[src/rtl/enduro_pkg.sv]
// Shared types and default constants for the enduro FIFO reset/crossing logic.
package enduro_pkg;

    typedef enum logic [1:0] {
        RS_HOLD     = 2'd0,
        RS_WAIT_DST = 2'd1,
        RS_READY    = 2'd2
    } reset_seq_state_e;

    localparam int unsigned ENDURO_HOLD_CYCLES    = 16;
    localparam int unsigned ENDURO_SYNC_STAGES    = 3;
    localparam int unsigned ENDURO_TIMEOUT_CYCLES = 1024;

    function automatic int unsigned enduro_max(input int unsigned a, input int unsigned b);
        return (a > b) ? a : b;
    endfunction

endpackage

[src/rtl/enduro_reset_seq_if.sv]
// Control/status bundle between the reset sequencer and its surroundings.
interface enduro_reset_seq_if;

    logic soft_reset_req;
    logic dst_ready_async;
    logic reset_out_n;
    logic fifo_ready;
    logic timeout_err;

    modport master (
        output soft_reset_req,
        output dst_ready_async,
        input  reset_out_n,
        input  fifo_ready,
        input  timeout_err
    );

    modport slave (
        input  soft_reset_req,
        input  dst_ready_async,
        output reset_out_n,
        output fifo_ready,
        output timeout_err
    );

endinterface

[src/rtl/enduro_bit_sync.sv]
// Single-bit multi-flop synchronizer, asynchronously cleared to 0.
module enduro_bit_sync
    import enduro_pkg::*;
#(
    parameter int unsigned SYNC_STAGES = ENDURO_SYNC_STAGES
) (
    input  logic clk,
    input  logic rst_n,
    input  logic d,
    output logic q
);

    logic [SYNC_STAGES-1:0] sync_q;
    logic [SYNC_STAGES-1:0] sync_d;

    // shift the asynchronous input one stage deeper each edge
    always_comb begin
        sync_d = {sync_q[SYNC_STAGES-2:0], d};
    end

    // synchronizer flop chain
    always_ff @(posedge clk or negedge rst_n) begin
        if (!rst_n) begin
            sync_q <= '0;
        end else begin
            sync_q <= sync_d;
        end
    end

    assign q = sync_q[SYNC_STAGES-1];

endmodule

[src/rtl/enduro_reset_seq.sv]
// Source-domain reset sequencer: stretches the FIFO source reset, then waits
// for the synchronized destination acknowledge before flagging the FIFO ready.
module enduro_reset_seq
    import enduro_pkg::*;
#(
    parameter int unsigned HOLD_CYCLES    = ENDURO_HOLD_CYCLES,
    parameter int unsigned TIMEOUT_CYCLES = ENDURO_TIMEOUT_CYCLES,
    parameter int unsigned SYNC_STAGES    = ENDURO_SYNC_STAGES
) (
    input  logic                src_clk,
    input  logic                src_reset_n,
    enduro_reset_seq_if.slave   bus
);

    localparam int unsigned     CNT_W     = $clog2(enduro_max(HOLD_CYCLES, TIMEOUT_CYCLES));
    localparam logic [CNT_W-1:0] HOLD_LAST = CNT_W'(HOLD_CYCLES - 1);
    localparam logic [CNT_W-1:0] TO_LAST   = CNT_W'(TIMEOUT_CYCLES - 1);

    reset_seq_state_e  state_q, state_d;
    logic [CNT_W-1:0]  cnt_q, cnt_d;
    logic              reset_out_n_q, reset_out_n_d;
    logic              fifo_ready_q, fifo_ready_d;
    logic              timeout_err_q, timeout_err_d;
    logic              dst_ready_s;

    // bring the destination acknowledge into src_clk; soft reset leaves it alone
    enduro_bit_sync #(
        .SYNC_STAGES (SYNC_STAGES)
    ) u_ack_sync (
        .clk   (src_clk),
        .rst_n (src_reset_n),
        .d     (bus.dst_ready_async),
        .q     (dst_ready_s)
    );

    // state, counter and output registers
    always_ff @(posedge src_clk or negedge src_reset_n) begin
        if (!src_reset_n) begin
            state_q       <= RS_HOLD;
            cnt_q         <= '0;
            reset_out_n_q <= 1'b0;
            fifo_ready_q  <= 1'b0;
            timeout_err_q <= 1'b0;
        end else begin
            state_q       <= state_d;
            cnt_q         <= cnt_d;
            reset_out_n_q <= reset_out_n_d;
            fifo_ready_q  <= fifo_ready_d;
            timeout_err_q <= timeout_err_d;
        end
    end

    // next state and counter; soft reset overrides everything
    always_comb begin
        state_d = state_q;
        cnt_d   = cnt_q;
        if (bus.soft_reset_req) begin
            state_d = RS_HOLD;
            cnt_d   = '0;
        end else begin
            case (state_q)
                RS_HOLD: begin
                    if (cnt_q == HOLD_LAST) begin
                        state_d = RS_WAIT_DST;
                        cnt_d   = '0;
                    end else begin
                        cnt_d = cnt_q + 1'b1;
                    end
                end
                RS_WAIT_DST: begin
                    if (dst_ready_s) begin
                        state_d = RS_READY;
                        cnt_d   = '0;
                    end else if (cnt_q != TO_LAST) begin
                        cnt_d = cnt_q + 1'b1;
                    end
                end
                RS_READY: begin
                    if (!dst_ready_s) begin
                        state_d = RS_WAIT_DST;
                        cnt_d   = '0;
                    end
                end
                default: begin
                    state_d = RS_HOLD;
                    cnt_d   = '0;
                end
            endcase
        end
    end

    // next values of the registered outputs
    always_comb begin
        reset_out_n_d = reset_out_n_q;
        fifo_ready_d  = fifo_ready_q;
        timeout_err_d = timeout_err_q;
        if (bus.soft_reset_req) begin
            reset_out_n_d = 1'b0;
            fifo_ready_d  = 1'b0;
            timeout_err_d = 1'b0;
        end else begin
            case (state_q)
                RS_HOLD: begin
                    if (cnt_q == HOLD_LAST) begin
                        reset_out_n_d = 1'b1;
                    end
                end
                RS_WAIT_DST: begin
                    if (dst_ready_s) begin
                        fifo_ready_d = 1'b1;
                    end else if (cnt_q == TO_LAST) begin
                        timeout_err_d = 1'b1;
                    end
                end
                RS_READY: begin
                    if (!dst_ready_s) begin
                        fifo_ready_d = 1'b0;
                    end
                end
                default: begin
                    reset_out_n_d = 1'b0;
                    fifo_ready_d  = 1'b0;
                end
            endcase
        end
    end

    assign bus.reset_out_n = reset_out_n_q;
    assign bus.fifo_ready  = fifo_ready_q;
    assign bus.timeout_err = timeout_err_q;

endmodule

[src/flat_wrapper.sv]
// flat-port wrapper written by rule: the top's interface ports become plain ports
module enduro_reset_seq_flat import enduro_pkg::*;
#(
    parameter int unsigned HOLD_CYCLES    = ENDURO_HOLD_CYCLES,
    parameter int unsigned TIMEOUT_CYCLES = ENDURO_TIMEOUT_CYCLES,
    parameter int unsigned SYNC_STAGES    = ENDURO_SYNC_STAGES
)
  (src_clk, src_reset_n, bus_soft_reset_req, bus_dst_ready_async, bus_reset_out_n, bus_fifo_ready, bus_timeout_err);
  enduro_reset_seq_if bus_i ();
  input  logic src_clk;
  input  logic src_reset_n;
  input wire logic [$bits(bus_i.soft_reset_req)-1:0] bus_soft_reset_req;
  input wire logic [$bits(bus_i.dst_ready_async)-1:0] bus_dst_ready_async;
  output wire logic [$bits(bus_i.reset_out_n)-1:0] bus_reset_out_n;
  output wire logic [$bits(bus_i.fifo_ready)-1:0] bus_fifo_ready;
  output wire logic [$bits(bus_i.timeout_err)-1:0] bus_timeout_err;
  assign bus_i.soft_reset_req = bus_soft_reset_req;
  assign bus_i.dst_ready_async = bus_dst_ready_async;
  assign bus_reset_out_n = bus_i.reset_out_n;
  assign bus_fifo_ready = bus_i.fifo_ready;
  assign bus_timeout_err = bus_i.timeout_err;
  enduro_reset_seq #(.HOLD_CYCLES(HOLD_CYCLES), .TIMEOUT_CYCLES(TIMEOUT_CYCLES), .SYNC_STAGES(SYNC_STAGES)) u_core (.src_clk(src_clk), .src_reset_n(src_reset_n), .bus(bus_i));
endmodule
[config.mk]
export PLATFORM = sky130hd
export DESIGN_NAME = enduro_reset_seq_flat
export DESIGN_NICKNAME = d
export VERILOG_FILES = /design/src/rtl/enduro_pkg.sv /design/src/rtl/enduro_reset_seq_if.sv /design/src/rtl/enduro_bit_sync.sv /design/src/rtl/enduro_reset_seq.sv /design/src/flat_wrapper.sv
export SDC_FILE = /design/constraint.sdc
export NUM_CORES = 1
export LEC_CHECK = 0
export CAP_MARGIN = 0
export CORE_MARGIN = 5
export CORE_UTILIZATION = 61
export DETAILED_ROUTE_END_ITERATION = 6
export PLACE_DENSITY = 0.86
export SLEW_MARGIN = 5
export SYNTH_ARGS = -nofsm -noshare
export SYNTH_HDL_FRONTEND = slang
export SYNTH_SLANG_ARGS = --single-unit
[constraint.sdc]
create_clock -name src_clk -period 7 [get_ports src_clk]
set_clock_uncertainty 0.15 [all_clocks]
set_input_delay 1.4 -clock src_clk [delete_from_list [all_inputs] [get_ports src_clk]]
set_output_delay 1.4 -clock src_clk [all_outputs]
set_load 0.02 [all_outputs]
==> results of run 1 <==
## report_power, final
| part | switching (mW) | internal [mW] |
|---|---|---|
| registers | 0.00495 | 0.108 |
| logic | 0.0168 | 0.00986 |
| clock network | 0.0319 | 0.0317 |
## worst paths after layout
path	slack [ns]	from	end	depth (start not counted)
max	4.01	bus_soft_reset_req	u_core.cnt_q[5]	4
min	0.22	u_core.u_ack_sync.sync_q[1]	u_core.u_ack_sync.sync_q[2]	0
max reg2reg	4.18	u_core.cnt_q[0]	u_core.cnt_q[5]	5
min reg2reg	0.22	u_core.u_ack_sync.sync_q[1]	u_core.u_ack_sync.sync_q[2]	0
max in group asynchronous	4.82	src_reset_n	u_core.cnt_q[7]	1
min in group asynchronous	1.40	src_reset_n	u_core.bus.timeout_err	1
## per-stage QoR
step | area [µm²] | cells | setup WS, ns | hold WS, ns | power (mW)
after floorplan | 1040 | 106 | 4.35 | 0.181 | 0.132
after global placement | 1090 | 123 | 3.77 | 0.186 | 0.141
after detailed placement | 1090 | 123 | 3.74 | 0.186 | 0.141
after CTS | 1130 | 127 | 4.04 | 0.220 | 0.204
after global routing | 1130 | 127 | 3.90 | 0.235 | 0.215
final | 1130 | 127 | 4.01 | 0.218 | 0.203
## routing by layer
metal / share of wire [%] / routed length [µm] / vias up / GRT usage (%)
li1: - / - / 422 / -
met1: 48 / 1050 / 424 / 29.0
met2: 42 / 909 / 42 / 28.3
met3: 8.4 / 183 / 6 / 6.10
met4: 1.2 / 27 / 0 / 6.11
met5: 0 / 0 / - / 0
## state kept, by name, summed over array words and instances, names as in the netlist
register and flops:
u_core.u_ack_sync.sync_q 3, u_core.bus.fifo_ready 1, u_core.cnt_q 10, u_core.bus.timeout_err 1, u_core.state_q 2, u_core.bus.reset_out_n 1
## cells in the final DEF, fill, tap and decap left out, types with 2 or more instances in the layout
cell type	instances
clkbuf_4	3
nand2b_1	2
nand3_1	9
dfrtp_1	18
a21oi_1	2
and3_1	3
a221o_1	3
inv_1	4
clkdlybuf4s50_1	6
nand2_1	8
nor2_1	7
o2111ai_1	2
a211oi_1	3
o2111a_1	2
o21ai_0	5
o211ai_1	3
ha_1	5
nand4_1	2
## cell families (layout without fill, tap and decap cells)
group,count (synthesis),count (layout),share of synthesized area (%)
compound gates,33,33,25.6
fa+ha+maj,5,5,6.03
buf+inv,9,14,4.10
flops,18,18,43.4
simple gates,41,41,20.9
## layout make-up
type | count | share of cell area (%)
inverter | 4 | 1.33
multi-input combinational | 79 | 48.3
sequential | 18 | 40.0
timing repair buffer | 6 | 5.33
clock buffer | 4 | 3.22
tap | 16 | 1.78
## critical path: stages
cell and delay (ns):
clkdlybuf4s50_1 0.63, inv_1 0.26, and2_0 0.31, a221o_2 0.42
==> impl_metrics.json, run 1 <==
{
  "drtIter0Drc": 29,
  "drv_slew": 0,
  "drive_gt1_share_pct": 8.11,
  "hold_class": "flip-flop to flip-flop",
  "die_h_um": 51.2,
  "synth_top_area_share_pct": 43.4,
  "netlist_area_um2": 1040,
  "min_period_ns": 2.99,
  "dpl.hpwl_um": 1490,
  "ys_ff_latch": 18,
  "maxCapViolations": 0,
  "drc_errors": 0,
  "clock-sinks": 18,
  "synth_edf_count": 0,
  "synth_seq_area_share_pct": 43.4,
  "finalHoldViolations": 0,
  "regArea_um2": 450,
  "grt_max_degree": 19,
  "tns_ns": 0,
  "cp_max_fo": 13,
  "synth_area_leaders": "dfrtp_1 43%, ha_1 6.0%, nand3_1 4.3%",
  "worstSetupStartpointType": "input port",
  "wl_per_cell_um": 17.1,
  "insertion_delay_ns": 0.29,
  "ys_types": 42,
  "ctsHtreeMaxLevel": 1,
  "ys.flop_type": "dfrtp_1",
  "die_area_um2": 2630,
  "multi_input_area_um2": 544,
  "tritoncts": "done",
  "drt-pass1-iter-count": 4,
  "status": "completed",
  "worstSetupPathType": "input port to flip-flop",
  "cts.path.max_buffers": 2,
  "post-synth-top-count-cell": "dfrtp_1",
  "fillers": 108,
  "synth_area_leader_cell": "dfrtp_1",
  "peakVddDrop_mv": 0.152,
  "grt_pass1_vias": 823,
  "slew_headroom_pct": 22.1,
  "crit_required_ns": 7.04,
  "clk_pin_slew_worst_paths_ns": 0.10,
  "coreArea_um2": 1560,
  "grt_pass1_wl_um": 3980,
  "rows": 14,
  "final_util_pct": 72.2,
  "worst_slew_pin_slew_ns": 1.15,
  "grt_antenna_before_repair": 0,
  "grt_overflow_total": 0,
  "num_io_pins": 7,
  "setup_viol": 0,
  "finalNetCount": 121,
  "die_w_um": 51.2,
  "rsz0062_at_grt": "no",
  "power.leakage_nw": 0.490,
  "cp.arrival_ns": 3.02,
  "start_util_pct": 66.5,
  "via_per_inst": 7.04,
  "wl_um": 2170,
  "cts_setup_buffers": 0,
  "p_per_area_nw_per_um2": 181,
  "cts-root-buf": "clkbuf_4",
  "synthCells": 106,
  "post_cts_resized": 0,
  "yosys_warnings": 0,
  "end_kind": "flip-flop",
  "ant_nets": 0,
  "port_buffers": 6,
  "synth_common_cells": "18 x dfrtp_1, 9 x nand3_1, 8 x nand2_1",
  "syn_to_final_growth_pct": 8.56,
  "vias": 894,
  "synth_fp_nets": 115,
  "post-route-period-util_pct": 42.7,
  "diodes": 0,
  "max_freq_mhz": 335,
  "postSynthAreaPerCell_um2": 9.79,
  "grt_usage_pct": 19.9,
  "cts_buffers": 3,
  "place.gp.congestion": 0.932,
  "ctsHoldBuffers": 0,
  "async_flop_share_pct": 100
}
(Power assumes the default switching activity.)
==> run 2: changes to the inputs <==
--- a/config.mk
+++ b/config.mk
@@ -7,9 +7,9 @@
 export LEC_CHECK = 0
 export CAP_MARGIN = 0
 export CORE_MARGIN = 5
-export CORE_UTILIZATION = 61
+export CORE_UTILIZATION = 51
 export DETAILED_ROUTE_END_ITERATION = 6
-export PLACE_DENSITY = 0.86
+export PLACE_DENSITY = 0.77
 export SLEW_MARGIN = 5
 export SYNTH_ARGS = -nofsm -noshare
 export SYNTH_HDL_FRONTEND = slang
==> constraint.sdc (replaced) <==
create_clock -name src_clk -period 2.5 [get_ports src_clk]
set_clock_uncertainty 0.15 [all_clocks]
set_input_delay 0.5 -clock src_clk [delete_from_list [all_inputs] [get_ports src_clk]]
set_output_delay 0.5 -clock src_clk [all_outputs]
set_load 0.02 [all_outputs]
==> impl_metrics.json, run 2 (synthesis results as in run 1) <==
{
  "hold_class": "flip-flop to flip-flop",
  "reg2reg_from": "u_core.cnt_q[5]",
  "tns_ns": 0,
  "tritoncts": "done",
  "wl_per_cell_um": 16.0,
  "worst_slew_pin_slew_ns": 0.721,
  "maxCapViolations": 0,
  "fillers": 188,
  "diodes": 0,
  "port_buffers": 6,
  "cts-root-buf": "clkbuf_4",
  "drive_gt1_share_pct": 11.3,
  "drv_slew": 0,
  "largest-register": "u_core.cnt_q",
  "layout_common_cells": "18 x dfrtp_1, 9 x nand3_1, 8 x nand2_1, 7 x nor2_1, 6 x clkdlybuf4s50_1",
  "grt_max_degree": 19,
  "die_h_um": 55.1,
  "ctsHtreeMaxLevel": 1,
  "peakVddDrop_mv": 0.279,
  "vias": 887,
  "drc_errors": 0,
  "num_io_pins": 7,
  "ctsHoldBuffers": 0,
  "insertion_delay_ns": 0.29,
  "grt_overflow_total": 0,
  "timing.hold.ws_ns": 0.212,
  "finalNetCount": 126,
  "power_uw": 545,
  "syn_to_final_growth_pct": 12.2,
  "setup_slack_ns": 0.184,
  "rows": 16,
  "largestRegisters": "u_core.cnt_q (10), u_core.u_ack_sync.sync_q (3), u_core.state_q (2)",
  "grt_pass1_vias": 864,
  "final_area_um2": 1160,
  "drt-pass1-iter-count": 4,
  "post_cts_resized": 0,
  "rrSetupSlack_ns": 0.18,
  "crit_required_ns": 2.58,
  "die_w_um": 55.1,
  "cts.path.max_buffers": 2,
  "slew_headroom_pct": 51.7,
  "finalHoldViolations": 0,
  "power.leakage_nw": 0.508,
  "coreArea_um2": 1940,
  "worstSetupStartpointType": "flip-flop",
  "clk_pin_slew_worst_paths_ns": 0.10,
  "cts_buffers": 3,
  "p_per_area_nw_per_um2": 468,
  "place_ws_ns": 0.206,
  "wl_um": 2270,
  "cts_setup_buffers": 0,
  "max_freq_mhz": 432,
  "grt_pass1_wl_um": 3860,
  "ant_nets": 0,
  "largest_reg_flops": 10,
  "die_area_um2": 3040,
  "place.gp.congestion": 0.927,
  "drtIter0Drc": 42,
  "post-route-period-util_pct": 92.7,
  "end_kind": "flip-flop",
  "cp_max_fo": 8,
  "cp.arrival_ns": 2.39,
  "grt_antenna_before_repair": 0,
  "dpl_cell_area_um2": 1140,
  "startpoint": "u_core.cnt_q[5]",
  "worstSetupPathType": "flip-flop to flip-flop",
  "r2r_cells": 4,
  "via_per_inst": 6.25,
  "layout_commonest_cell": "dfrtp_1",
  "clock-sinks": 18,
  "timing.rr.end": "u_core.state_q[0]",
  "start_util_pct": 53.4,
  "dpl.hpwl_um": 1680,
  "setup_viol": 0,
  "cp-endpoint": "u_core.state_q[0]",
  "rsz0062_at_grt": "no",
  "grt_usage_pct": 18.2,
  "status": "completed",
  "min_period_ns": 2.32
}
==> run 2: area by class of cell <==
class / instances / area, µm² / share of cell area [%]
clock buffers: 3 / 22.5 / 1.94
inverters: 4 / 15.0 / 1.29
multi-input cells: 79 / 544 / 46.8
flip-flops and latches: 18 / 450 / 38.7
well taps: 27 / 33.8 / 2.90
repair buffers: 11 / 97.6 / 8.39
==> run 2: routing by layer <==
metal,track usage (%),vias up,wire length [µm]
met1,24.8,416,1030
met2,27.0,36,1010
met4,10.1,0,53
met3,3.22,6,177
li1,-,429,-
met5,0,-,0
==> run 2: power breakdown <==
part / switching, mW / internal, mW / leakage [nW]
sequential: 0.0135 / 0.303 / 0.242
combinational: 0.0509 / 0.0331 / 0.252
clock: 0.0885 / 0.0562 / 0.0138
==> run 2: critical path, stage by stage, from the launching register on <==
cell     delay, ns
dfrtp_1       0.47
or4_4         0.55
o31a_1        0.40
or4_1         0.53
a21oi_1       0.14
==> run 2: worst min path at each step <==
stage,startpoint,endpoint,slack (ns),depth (start not counted)
2_1_floorplan,src_reset_n,u_core.bus.fifo_ready,0.05,0
3_3_place_gp,u_core.u_ack_sync.sync_q[1],u_core.u_ack_sync.sync_q[2],0.19,0
3_5_place_dp,u_core.u_ack_sync.sync_q[0],u_core.u_ack_sync.sync_q[1],0.19,0
4_1_cts,u_core.u_ack_sync.sync_q[1],u_core.u_ack_sync.sync_q[2],0.21,0
5_1_grt,u_core.u_ack_sync.sync_q[0],u_core.u_ack_sync.sync_q[1],0.23,0
6_report,u_core.u_ack_sync.sync_q[1],u_core.u_ack_sync.sync_q[2],0.21,0
==> run 2: stage by stage <==
step / util (%) / std cells
after global routing: 59.9 / 142
after detailed placement: 58.8 / 139
after floorplan: - / 106
after CTS: 59.9 / 142
after global placement: 58.8 / 139
final: 59.9 / 142
==> run 3: changes to the inputs <==
--- a/config.mk
+++ b/config.mk
@@ -8,7 +8,9 @@
 export CAP_MARGIN = 0
 export CORE_MARGIN = 5
 export CORE_UTILIZATION = 51
+export CTS_CLUSTER_DIAMETER = 30
 export DETAILED_ROUTE_END_ITERATION = 6
+export GPL_ROUTABILITY_DRIVEN = 0
 export PLACE_DENSITY = 0.77
 export SLEW_MARGIN = 5
 export SYNTH_ARGS = -nofsm -noshare
==> results of run 3 <==
Same layout as run 2: the final DEF is identical, and so are final timing and power.
